## src/rtl/uart_tx_arbiter.sv

```systemverilog
// Round-robin arbiter that feeds bytes from N_REQ requesters into a single UART
// transmitter, supervising each transfer with start and completion timeouts.
module uart_tx_arbiter #(
  parameter int N_REQ         = 4,
  parameter int START_TIMEOUT = 1023,
  parameter int DONE_TIMEOUT  = 65535,
  localparam int ID_W         = $clog2(N_REQ)
) (
  input  logic                 clk,
  input  logic                 rst_n,
  input  logic [N_REQ-1:0]     req_valid,
  input  logic [8*N_REQ-1:0]   req_data,
  output logic [N_REQ-1:0]     req_ready,
  output logic                 uart_start,
  output logic [7:0]           uart_data,
  input  logic                 uart_ready,
  input  logic                 uart_busy,
  input  logic                 uart_error,
  output logic [ID_W-1:0]      grant_id,
  output logic                 arb_busy,
  output logic                 timeout_err,
  output logic [7:0]           err_count,
  output logic [1:0]           state_dbg
);

  // Handshake: requester k transfers when req_valid[k] && req_ready[k] at a rising
  // edge; req_ready is one-hot, combinational, and only ever raised in IDLE.
  typedef enum logic [1:0] {
    IDLE      = 2'd0,
    START     = 2'd1,
    WAIT_BUSY = 2'd2,
    WAIT_DONE = 2'd3
  } state_t;

  localparam logic [15:0] START_LIMIT = 16'(START_TIMEOUT);
  localparam logic [15:0] DONE_LIMIT  = 16'(DONE_TIMEOUT);

  state_t          state;
  logic [15:0]     timer;
  logic [15:0]     timer_inc;
  logic [ID_W-1:0] last_grant;
  logic            err_seen;
  logic [7:0]      req_bytes [N_REQ];
  logic            pick_valid;
  logic [ID_W-1:0] pick_idx;
  logic [ID_W-1:0] cand;
  logic            can_accept;
  logic            handshake;
  logic            err_now;

  for (genvar g = 0; g < N_REQ; g++) begin : g_bytes
    assign req_bytes[g] = req_data[8*g +: 8];
  end

  // Scan from the farthest offset down so the nearest valid requester after
  // last_grant wins; last_grant itself ranks lowest.
  always_comb begin
    pick_valid = 1'b0;
    pick_idx   = '0;
    cand       = '0;
    for (int i = N_REQ; i >= 1; i--) begin
      cand = ID_W'((int'(last_grant) + i) % N_REQ);
      if (req_valid[cand]) begin
        pick_valid = 1'b1;
        pick_idx   = cand;
      end
    end
  end

  always_comb begin
    can_accept = rst_n && (state == IDLE) && uart_ready && !uart_busy && pick_valid;
    req_ready  = '0;
    if (can_accept) req_ready[pick_idx] = 1'b1;
    handshake  = |(req_valid & req_ready);
    err_now    = uart_error && ((state == WAIT_BUSY) || (state == WAIT_DONE));
    timer_inc  = (timer == 16'hFFFF) ? timer : timer + 16'd1;
  end

  assign arb_busy  = (state != IDLE);
  assign state_dbg = state;

  always_ff @(posedge clk or negedge rst_n) begin
    if (!rst_n) begin
      state       <= IDLE;
      timer       <= '0;
      last_grant  <= ID_W'(N_REQ - 1);
      grant_id    <= '0;
      uart_start  <= 1'b0;
      uart_data   <= '0;
      timeout_err <= 1'b0;
      err_count   <= '0;
      err_seen    <= 1'b0;
    end else begin
      uart_start  <= 1'b0;
      timeout_err <= 1'b0;
      if (err_now && !err_seen) begin
        err_seen <= 1'b1;
        if (err_count != 8'hFF) err_count <= err_count + 8'd1;
      end
      case (state)
        IDLE: begin
          if (handshake) begin
            uart_data  <= req_bytes[pick_idx];
            grant_id   <= pick_idx;
            last_grant <= pick_idx;
            err_seen   <= 1'b0;
            uart_start <= 1'b1;
            state      <= START;
          end
        end
        START: begin
          timer <= '0;
          state <= WAIT_BUSY;
        end
        WAIT_BUSY: begin
          if (timer == START_LIMIT) begin
            timeout_err <= 1'b1;
            state       <= IDLE;
          end else if (uart_busy) begin
            timer <= '0;
            state <= WAIT_DONE;
          end else begin
            timer <= timer_inc;
          end
        end
        WAIT_DONE: begin
          // A timeout in the same cycle as completion still reports the timeout.
          if (timer == DONE_LIMIT) begin
            timeout_err <= 1'b1;
            state       <= IDLE;
          end else if (!uart_busy && uart_ready) begin
            state <= IDLE;
          end else begin
            timer <= timer_inc;
          end
        end
        default: state <= IDLE;
      endcase
    end
  end

endmodule

```

## config.mk

```make
export PLATFORM = sky130hd
export DESIGN_NAME = uart_tx_arbiter
export DESIGN_NICKNAME = d
export VERILOG_FILES = /design/src/rtl/uart_tx_arbiter.sv
export SDC_FILE = /design/constraint.sdc
export NUM_CORES = 1
export LEC_CHECK = 0
export BUFFER_PORTS_ARGS = -buffer_cell sky130_fd_sc_hd__buf_4
export CORE_UTILIZATION = 47
export CTS_BUF_LIST = sky130_fd_sc_hd__clkbuf_16
export DETAILED_ROUTE_END_ITERATION = 10
export GPL_ROUTABILITY_DRIVEN = 0
export PLACE_DENSITY = 0.81
export SYNTH_ARGS = -nofsm -noshare
export SYNTH_HDL_FRONTEND = slang
export SYNTH_SLANG_ARGS = --single-unit
```

## constraint.sdc

```tcl
create_clock -name clk -period 2.5 [get_ports clk]
set_clock_uncertainty 0.15 [all_clocks]
set_input_delay 0.25 -clock clk [delete_from_list [all_inputs] [get_ports clk]]
set_output_delay 0.25 -clock clk [all_outputs]
set_load 0.1 [all_outputs]
```

-- Word-level counts from Yosys, hierarchy flattened
Cells that the tools add are included.
- input port bits: 41
- logic and storage cells: 97
- flip-flop bits (word level): 41
- equality and inequality tests: 12
- bitwise operators: 2
- mux-type cells: 42
- $lt $le $gt $ge: 7
- reduce and logical (&&, ||, !) cells: 19
- add/sub/neg operators: 6
- operators with widths (kind ; number):
    $mux 16 ; 5
    $pmux 16 s3 ; 1
    $mux 2 ; 9
    $add 16x1->16 const B ; 1
    $bmux 8 s2 ; 1
    $eq 16x10->1 const B ; 1
    $eq 16x16->1 const B ; 1
    $mux 1 ; 16
    $mux 8 ; 2
    $lt 2x3->1 const B ; 5
    $add 8x1->8 const B ; 1
    $bmux 1 s2 ; 4
    $logic_and 1x1->1 ; 8
    $ne 2x2->1 const B ; 4
    $ne 8x8->1 const B ; 1
    $pmux 2 s4 ; 1
    $add 2x1->2 const B ; 2
    $add 2x2->2 const B ; 2
    $and 4x4->4 ; 1
    $eq 2x2->1 const B ; 2
    $mux 4 ; 1
    $reduce_and 2->1 ; 2
    $reduce_and 4->1 ; 1
    $reduce_or 4->1 ; 1
    14 further kinds ; 15

-- Longest topological paths before layout
Gate-level depths: netlist of the first run.
- depth after elaboration: 16
- depth in mapped cells: 8

-- Worst setup path before layout of the first run
Ideal clock, no wire load.
- kind: register to output
- start point: register last_grant[1]
- end point: output req_ready[0]
- stages on the path, launching flop included: 7
- slack: -1.459 ns
- buffers on the path: 1
- data arrival time: 3.559 ns
- path through: dfstp_2 > mux2_2 > nand2_1 > o221a_2 > buf_2 > inv_1 > nor3_1
- cells in the longest elaborated chain, start to end: 12
- RTL lines (item ; line ; source):
    start, declared ; 41 ; logic [ID_W-1:0] last_grant;
    start signal, assigned ; 86 ; last_grant <= ID_W'(N_REQ - 1);
    start signal, assigned ; 105 ; last_grant <= pick_idx;
    $add 2x1->2 ; 62 ; cand = ID_W'((int'(last_grant) + i) % N_REQ);
    $bmux 1 s2 ; 63 ; if (req_valid[cand]) begin
    $mux 1 (implied by the code) ; 63 ;
    $mux 2 (4 in a row) ; 63 ;
    $lt 2x3->1 (implied by the code) / $ge 2x1->1 (equally long branches) ; 73 ; if (can_accept) req_ready[pick_idx] = 1'b1;
    $logic_and 1x1->1 (implied by the code) ; 73 ;
    $mux 1 (implied by the code) ; 73 ;
    $demux 1 s2 ; 73 ;
    $mux 4 (*) ; 73 ;
    end, declared ; 13 ; output logic [N_REQ-1:0] req_ready,
Every way passes the cells marked *; elsewhere a longest branch is shown, timed or not. The select of a mux whose other input is x is not followed.

-- Worst setup path after layout of the first run
- start point: register last_grant[1]
- end point: register uart_data[1]
- cells in the longest elaborated chain, start to end: 15
- RTL lines (item ; line ; source):
    $add 2x1->2 ; 62 ;
    $bmux 1 s2 ; 63 ;
    $mux 1 (implied by the code) ; 63 ;
    $mux 2 (4 in a row) ; 63 ;
    $lt 2x3->1 (implied by the code) / $ge 2x1->1 (equally long branches) ; 73 ;
    $logic_and 1x1->1 (implied by the code) ; 73 ;
    $mux 1 (implied by the code) ; 73 ;
    $demux 1 s2 ; 73 ;
    $mux 4 ; 73 ;
    $and 4x4->4 ; 74 ; handshake = |(req_valid & req_ready);
    $reduce_or 4->1 ; 74 ;
    $reduce_and 2->1 (no source line) ; n/a ;
    end signal, assigned ; 103 ; uart_data <= req_bytes[pick_idx];
    end, declared ; 15 ; output logic [7:0] uart_data,
Parallel ways exist; a longest one is shown, timed or not. The select of a mux whose other input is x is not followed.
A chain may end at the register's enable or synchronous reset.

==> results.md, run 1 <==
* Kind of critical path: register to register
* Drt wl/cell at 18.0 um
* Synth async-reset ratio at 1.00
* Hpwl dp at 4.68 mm
* Seq/Total Area, Yosys at 0.428
* Rel. slew slack at 0.628
* Minimum clock period at approximately 2.4 ns
* Synth area leaders: dfrtp_1 (41%), mux4_2 (7.5%), mux2_2 (4.7%)
* Pins Over Slew Limit at 0
* Synthesized cell area at around 0.0024 sq mm
* Largest net degree at the start of global routing at 42
* Die H at between 70 and 80 um
* I/O pins at 68
* Nets at 361
* Root Buffer: clkbuf_16
* Initial core utilization at 0.499
* Area growth syn-to-layout at 40.3%
* RSZ-0062 raised after global routing: false
* Top FF cell, synth: dfrtp_1
* Max Cap Viol at 0
* Vias in the first global route at 2300
* Clock share of power at 0.201
* Crit path max fanout at 7
* Share of the synthesized area in the top cell type at 0.406
* Critical-path cell list: mux2_4 -> nand2_1 -> o221a_4 -> buf_12 -> mux4_2 -> mux2_2
* Buffers & Inverters on Critical Path at 1
* Final worst path period share at 0.972
* Initial DRC Count at 222
* Final setup violation count at 0
* Antenna cell count at 0
* Pleak at 0.00150 uW
* First-pass GRT wire length at between 10 and 15 mm
* DR vias at 2280
* Hold slack final at roughly 0.075 ns
* Commonest non-fill, non-tap cell in the layout: buf_4
* Clock buffer depth at 2
* Yosys Warn Count at 0
* TritonCTS Buffers at 5
* Syn Nets at 279
* Status: finished clean
* DRC viols at 0
* CP required at 2.52 ns
* Worst Setup End Kind: register
* Buffers on Ports at between 60 and 70
* Distinct cells, synth at 52
* Post-route worst setup slack at 0.0690 ns
* Total iterations of the first detailed-routing run at 4
* FMAX at 0.411 GHz
* Critical path's top delay family: multiplexers
* # rows at 25
* Clock Latency Late Sink at 0.29 ns
* Power Total at between 4000 and 5000 uW
* Filler cells at 341
* Max rail drop VDD at 0.000693 V
* GRT overflow at 0
* Vias per std cell at 5.91
* Switch share at 0.489
* Largest stage delay, worst path at 0.60 ns
* Share of cells above drive strength 1 at 0.408
* CP max stage cell: dfstp_2
* Final ANT Viol Nets at 0
* Critical Path Source Type: register
* Cell area after layout at 0.00337 sq mm
* Seq pwr share at 0.246
* Initial antenna violation count at 0
* Total placed instance area at 0.00309 sq mm
* H-tree levels at 2
* Hold WC Path Type: primary input to register
* Total Wirelength at 6.94 mm
* Total GRT Usage at 0.276
* Number of hold violations in the final report at 0
* Pint at 2150 uW
* CTS tree: yes
* Core ar. at approximately 0.0048 sq mm
* DP Worst Slack at 0.0452 ns
* Largest area contributor in the netlist: dfrtp_1
* Die W at 73.5 um
* Pwr/cell area at 1250 mW/mm^2
* Net Switching at 2060 uW
* Most frequent cells in the layout: buf_4 (79), dfrtp_1 (37), nand2_1 (27)
* Core Util, Final at 0.701
* Full die area at 0.00541 sq mm
* Reg clk slew, reported paths at 0.07 ns
* EDFF count, synth at 0
* Comb power frac at 0.553
* Slew @ Worst Pin at 0.554 ns
* Clock sink count at 41
* Synthesized area per cell at 10.2 sq um
* #FFs+latches synth at 41
* CP arrival at approximately 2.5 ns
* Cells after synthesis at 236
==> worst reg2reg max path, stage by stage (launching register included) <==
cell and delay [ns]:
dfstp_2 0.60, mux2_4 0.31, nand2_1 0.08, o221a_4 0.25, buf_12 0.13, mux4_2 0.51
mux2_2 0.28
==> stage by stage <==
stage / cells / setup TNS, ns
2_1_floorplan: 236 / -0.0863
3_3_place_gp: 371 / 0
3_5_place_dp: 371 / 0
4_1_cts: 384 / 0
5_1_grt: 386 / 0
6_report: 386 / 0
==> synthesized netlist by cell type, drive strengths merged (4+ instances only) <==
library cell and instances:
nand3 16, inv 10, a21oi 11, o21ai 6
buf 5, a21boi 4, and3 4, o31ai 4
nor2 12, xnor2 6, nand2b 6, mux4 8
mux2 10, nor3 5, dfrtp 39, nand4 9
nand2 28, a31oi 5
==> power by group through the flow <==
stage	clock, uW	combinational (uW)	sequential [uW]
2_1_floorplan	0	923	1860
3_3_place_gp	0	2150	1020
3_5_place_dp	0	2190	1030
4_1_cts	864	2250	1020
5_1_grt	894	2440	1060
6_report	846	2320	1030
==> layout make-up <==
class	instances	area, sq um	area share
Inverter	10	40.0	0.0119
Tap cell	67	83.8	0.0248
Timing Repair Buffer	83	646	0.191
Clock inverter	3	68.8	0.0204
Multi-Input combinational cell	177	1380	0.407
Clock buffer	5	125	0.0371
Sequential cell	41	1040	0.307
==> flip-flops by register name (all words and copies together), names as in the netlist <==
| name | cells |
|---|---|
| timer | 16 |
| err_count | 8 |
| uart_data | 8 |
| grant_id | 2 |
| last_grant | 2 |
| state_dbg | 2 |
| err_seen | 1 |
| timeout_err | 1 |
| uart_start | 1 |
==> repair_timing <==
| action | 4_1_cts | 5_1_grt |
|---|---|---|
| buffers inserted | 4 | 2 |
| pin swaps | 0 | 2 |
| gates resized for setup | 0 | 5 |
| endpoints found under the setup margin | 2 | 11 |
| endpoints found under the hold margin | 39 | 0 |
| hold buffers | 1 | 0 |
==> routing by layer <==
metal | part of all wire | wire (um) | up-vias | GRT usage
met5 | 0 | 0 | - | 0
met3 | 0.087 | 602 | 10 | 0.0590
li1 | - | - | 1055 | -
met2 | 0.51 | 3540 | 102 | 0.482
met4 | 0.013 | 89 | 0 | 0.103
met1 | 0.39 | 2710 | 1113 | 0.333
==> cell families (layout without fill, tap and decap cells) <==
kind of cell,Yosys count,after routing,share of synthesized area
flip-flops,41,41,0.428
multiplexers,21,21,0.134
AND/OR/NAND/NOR,99,99,0.220
adder cells (fa/ha/maj),2,2,0.0104
AO/OA/AOI/OAI,48,48,0.149
XOR/XNOR,7,7,0.0255
buffers and inverters,18,101,0.0328
==> worst paths after layout <==
kind | startpoint | endpoint | slack [ns] | cells after the start
worst max-delay path | last_grant[1]$_DFFE_PN1P_ | uart_data[1]$_DFFE_PN0P_ | 0.07 | 6
worst min-delay path | uart_error | err_seen$_DFF_PN0_ | 0.07 | 3
worst max register to register | last_grant[1]$_DFFE_PN1P_ | uart_data[1]$_DFFE_PN0P_ | 0.07 | 6
worst min register to register | grant_id[0]$_DFFE_PN0P_ | grant_id[0]$_DFFE_PN0P_ | 0.34 | 1
max in group asynchronous | rst_n | state_dbg[1]$_DFFE_PN0P_ | 1.32 | 3
min in group asynchronous | rst_n | timer[6]$_DFFE_PN0P_ | 0.47 | 3
Power figures use the tool's default switching activity.
==> run 2, diff against run 1 <==
--- a/config.mk
+++ b/config.mk
@@ -6,11 +6,12 @@
 export NUM_CORES = 1
 export LEC_CHECK = 0
 export BUFFER_PORTS_ARGS = -buffer_cell sky130_fd_sc_hd__buf_4
-export CORE_UTILIZATION = 47
+export CORE_UTILIZATION = 55
 export CTS_BUF_LIST = sky130_fd_sc_hd__clkbuf_16
 export DETAILED_ROUTE_END_ITERATION = 10
 export GPL_ROUTABILITY_DRIVEN = 0
-export PLACE_DENSITY = 0.81
+export PLACE_DENSITY = 0.89
+export REMOVE_ABC_BUFFERS = 1
 export SYNTH_ARGS = -nofsm -noshare
 export SYNTH_HDL_FRONTEND = slang
 export SYNTH_SLANG_ARGS = --single-unit
==> constraint.sdc (replaced) <==
create_clock -name clk -period 2.9 [get_ports clk]
set_clock_uncertainty 0.15 [all_clocks]
set_input_delay 0.29 -clock clk [delete_from_list [all_inputs] [get_ports clk]]
set_output_delay 0.29 -clock clk [all_outputs]
set_load 0.1 [all_outputs]
==> results.md, run 2 (synthesis results as in run 1) <==
* Largest register by flop count: timer
* Antenna cell count at 0
* Cell area after layout at about 0.0031 sq mm
* Pwr/cell area at 1060 mW/mm^2
* DR vias at between 2000 and 2500
* CP max stage cell: dfstp_2
* Total iterations of the first detailed-routing run at 4
* Max reg flops at 16
* Core ar. at 0.00409 sq mm
* Slew @ Worst Pin at about 0.74 ns
* # rows at 23
* Pleak at 0.00140 uW
* Nets at ~350
* Full die area at between 0.004 and 0.005 sq mm
* Total placed instance area at 0.00295 sq mm
* Rel. slew slack at 0.501
* FMAX at 0.362 GHz
* DRC viols at 0
* CP required at 2.46 ns
* Multi-input gate area at 0.00130 sq mm
* Initial core utilization at 0.588
* Commonest non-fill, non-tap cell in the layout: buf_4
* Hpwl dp at around 4.2 mm
* Most frequent cells in the layout: buf_4 (70), dfrtp_1 (39), nand2_1 (28)
* RSZ-0062 raised after global routing: false
* Filler cells at 274
* H-tree levels at 2
* Clock Latency Late Sink at 0.29 ns
* Sum Neg Setup Slack at 0 ns
* Max rail drop VDD at 0.000912 V
* Number of hold violations in the final report at 0
* Total Wirelength at 6.00 mm
* Die W at a little under 70 um
* Critical-path cell list: mux2_2 -> nand2_1 -> o221a_2 -> inv_1 -> nor3_1 -> buf_4
* First-pass GRT wire length at 9.51 mm
* Pins Over Slew Limit at 0
* Drt wl/cell at 16.8 um
* Clock buffer depth at 2
* Initial DRC Count at 197
* Vias in the first global route at about 2100
* Hold WC Path Type: primary input to register
* I/O pins at 68
* GRT overflow at 0
* Max Cap Viol at 0
* CP arrival at 2.32 ns
* Final worst path period share at 0.953
* Largest regs: timer x16, err_count x8, uart_data x8
* Largest stage delay, worst path at 0.58 ns
* Crit path max fanout at 12
* Total GRT Usage at 0.281
* Critical Path Source Type: register
* Kind of critical path: register to output port
* Status: finished clean
* Reg clk slew, reported paths at 0.06 ns
* Root Buffer: clkbuf_16
* Clock sink count at 41
* Area growth syn-to-layout at 30.1%
* Die H at roughly 68 um
* Largest net degree at the start of global routing at 42
* Vias per std cell at roughly 6.2
* Worst Setup End Kind: output port
* CTS tree: yes
* Final ANT Viol Nets at 0
* Minimum clock period at 2.76 ns
* Share of cells above drive strength 1 at 0.339
* Reg area at ~0.0010 sq mm
* TritonCTS Buffers at 5
* Final setup violation count at 0
* Initial antenna violation count at 0
* Buffers on Ports at 67
[run 2: cell count changes in the layout (fill, tap and decap cells not counted), sizes merged]
| cell | previous run | this run |
|---|---|---|
| inv | 11 | 10 |
| bufinv | 2 | 1 |
| clkinvlp | 0 | 1 |
| clkinv | 0 | 1 |
| buf | 82 | 70 |
[run 2: layout make-up]
cell class | count | share of cell area
multi-input combinational | 177 | 0.415
inverter | 10 | 0.0120
sequential | 41 | 0.329
clock buffer | 5 | 0.0400
timing repair buffer | 71 | 0.171
tap | 50 | 0.0200
clock inverter | 3 | 0.0132
[run 2: critical path: cells and delay by family (launching register included)]
| family | cells | cell delay [ns] |
|---|---|---|
| flip-flops | 1 | 0.58 |
| buffers and inverters | 2 | 0.42 |
| AND/OR/NAND/NOR | 2 | 0.27 |
| AO/OA/AOI/OAI | 1 | 0.42 |
| multiplexers | 1 | 0.34 |
[run 2: stage by stage]
step	hold slack (ns)	setup slack, ns	cells	power, uW	util
2_1_floorplan	-0.156	-1.03	228	2270	-
3_3_place_gp	0.256	0.447	348	2640	0.722
3_5_place_dp	0.273	0.354	348	2690	0.722
4_1_cts	0.110	0.119	357	3330	0.765
5_1_grt	0.117	0.0120	357	3470	0.765
6_report	0.104	0.136	357	3330	0.765
[run 2: timing repair]
| item | 4_1_cts | 5_1_grt |
|---|---|---|
| setup buffers | 0 | 0 |
| hold endpoints to repair | 39 | 0 |
| hold buffers | 1 | 0 |
| resized for setup | 0 | 0 |
[run 2: path summary, 6_finish.rpt]
| path | startpoint | end | slack, ns | cells past startpoint |
|---|---|---|---|---|
| setup / recovery | last_grant[1]$_DFFE_PN1P_ | req_ready[0] | 0.14 | 6 |
| hold / removal | uart_error | err_seen$_DFF_PN0_ | 0.10 | 3 |
| setup reg to reg | last_grant[1]$_DFFE_PN1P_ | uart_data[3]$_DFFE_PN0P_ | 0.36 | 5 |
| hold reg to reg | grant_id[1]$_DFFE_PN0P_ | grant_id[1]$_DFFE_PN0P_ | 0.34 | 2 |
| max in group asynchronous | rst_n | last_grant[1]$_DFFE_PN1P_ | 1.73 | 3 |
| min in group asynchronous | rst_n | timer[3]$_DFFE_PN0P_ | 0.49 | 3 |
[run 2: metal layers]
layer	GRT usage	wire [um]
met4	0.135	136
met5	0	0
met2	0.462	3050
met3	0.0767	466
met1	0.339	2350
[run 2: report_power, final]
part,switching (uW),internal (uW),total (uW)
Clock,228,403,631
Sequential,147,725,871
Combinational,1310,519,1830
Total,1680,1650,3330
==> run 3, diff against run 2 <==
--- a/config.mk
+++ b/config.mk
@@ -6,11 +6,12 @@
 export NUM_CORES = 1
 export LEC_CHECK = 0
 export BUFFER_PORTS_ARGS = -buffer_cell sky130_fd_sc_hd__buf_4
-export CORE_UTILIZATION = 55
+export CORE_UTILIZATION = 45
 export CTS_BUF_LIST = sky130_fd_sc_hd__clkbuf_16
 export DETAILED_ROUTE_END_ITERATION = 10
 export GPL_ROUTABILITY_DRIVEN = 0
-export PLACE_DENSITY = 0.89
+export PLACE_DENSITY = 0.72
+export RECOVER_POWER = 25
 export REMOVE_ABC_BUFFERS = 1
 export SYNTH_ARGS = -nofsm -noshare
 export SYNTH_HDL_FRONTEND = slang
==> results.md, run 3 (synthesis results as in run 1) <==
* Largest net degree at the start of global routing at 42
* Status: finished clean
* Total GRT Usage at 0.220
* Worst hold start: uart_error
* Nets at 350
* Pleak at 0.00140 uW
* Reg2Reg Setup Slack at 0.47 ns
* Power Total at 3240 uW
* Full die area at 0.00564 sq mm
* FMAX at 0.378 GHz
* Slew @ Worst Pin at 1.01 ns
* H-tree levels at 2
* Number of hold violations in the final report at 0
* I/O pins at 68
* Final cell count without fillers at 378
* Antenna cell count at 0
* TritonCTS Buffers at 5
* Minimum clock period at around 2.6 ns
* Root Buffer: clkbuf_16
* Clock buffer depth at 2
* Die H at 75.1 um
* Die W at 75.1 um
* Reg2reg end: timer[0]$_DFFE_PN0P_
* Hold WC Path Type: primary input to register
* Total iterations of the first detailed-routing run at 5
* Buffers on Ports at 67
* CP arrival at about 2.2 ns
* Drt wl/cell at 15.5 um
* # rows at 26
* Crit path max fanout at 12
* Rel. slew slack at 0.327
* GRT overflow at 0
* Commonest non-fill, non-tap cell in the layout: buf_4
* Vias per std cell at approximately 5.6
* Area growth syn-to-layout at 30.5%
* Pwr/cell area at 1030 mW/mm^2
* First-pass GRT wire length at between 9 and 10 mm
* Largest register by flop count: timer
* Worst Setup End Kind: output port
* Max rail drop VDD at 0.000824 V
* Hold endpoint: err_seen$_DFF_PN0_
* Largest regs: timer x16, err_count x8, uart_data x8
* CP required at 2.46 ns
* Pins Over Slew Limit at 0
* DR vias at roughly 2100
* Clock sink count at 41
* Reg clk slew, reported paths at around 0.060 ns
* Clock Latency Late Sink at about 0.28 ns
* R2r worst-path depth at 6
* Final setup violation count at 0
* Final ANT Viol Nets at 0
* Core Util, Final at 0.611
* Core ar. at 0.00514 sq mm
* Kind of critical path: register to output port
* Share of cells above drive strength 1 at 0.338
* Hpwl dp at 4.40 mm
* RSZ-0062 raised after global routing: false
* Initial antenna violation count at 0
* DRC viols at 0
* Initial core utilization at 0.468
* Max Cap Viol at 0
* Cells after DPL at 369
* FF-to-FF Start: timer[0]$_DFFE_PN0P_
* Critical Path Source Type: register
* Initial DRC Count at 239
* Hold slack final at 0.109 ns
* Hold path cells at 3
* Most frequent cells in the layout: buf_4 (69), dfrtp_1 (39), nand2_1 (28)
* Final worst path period share at 0.912
* Total Wirelength at 5.86 mm
* Sum Neg Setup Slack at 0 ns
* Vias in the first global route at 1980
* CTS tree: yes
* Max reg flops at 16
## run 3: timing repair
item / 4_1_cts / 5_1_grt
endpoints found under the hold margin: 39 / 0
endpoints found under the setup margin: 0 / 1
gates resized for setup: 0 / 1
hold buffers: 1 / 0
buffers inserted: 0 / 0
## run 3: how the worst max path moves through the flow
stage,cells after the start,from,end
finish,6,last_grant[1]$_DFFE_PN1P_,req_ready[0]
global route,6,last_grant[1]$_DFFE_PN1P_,req_ready[0]
CTS,6,last_grant[1]$_DFFE_PN1P_,req_ready[0]
detailed placement,5,last_grant[1]$_DFFE_PN1P_,uart_data[1]$_DFFE_PN0P_
global placement,5,last_grant[1]$_DFFE_PN1P_,uart_data[6]$_DFFE_PN0P_
floorplan,5,last_grant[1]$_DFFE_PN1P_,req_ready[0]
## run 3: where the power goes
group,total [uW],switching [uW],internal (uW)
Combinational,1830,1300,531
Clock,546,230,316
Sequential,860,136,724
## run 3: cell type report
type | instances | area, sq um
clock buffers | 5 | 125
clock inverters | 3 | 17.5
fillers | 456 | 2000
inverters | 10 | 37.5
multi-input cells | 177 | 1310
flip-flops and latches | 41 | 1030
well taps | 70 | 87.6
repair buffers | 72 | 537
## run 3: stage by stage
stage | worst slack, ns | cell area [sq um]
global route | 0.120 | 3140
floorplan | -1.03 | 2360
global placement | 0.440 | 2980
detailed placement | 0.372 | 2980
CTS | 0.102 | 3140
finish | 0.256 | 3140
## run 3: per-layer routing
layer	global-route usage	wire, um	up-vias
met5	0	0	-
met4	0.0734	94	0
met3	0.0482	336	10
met2	0.376	2960	89
met1	0.276	2470	987
li1	-	-	1030
## run 3: worst max-delay path, stage by stage, from the launching register on
cell and delay, ns:
dfstp_2 0.58, mux2_2 0.34, nand2_1 0.07, o221a_4 0.31, inv_1 0.09, nor3_1 0.19
buf_4 0.32
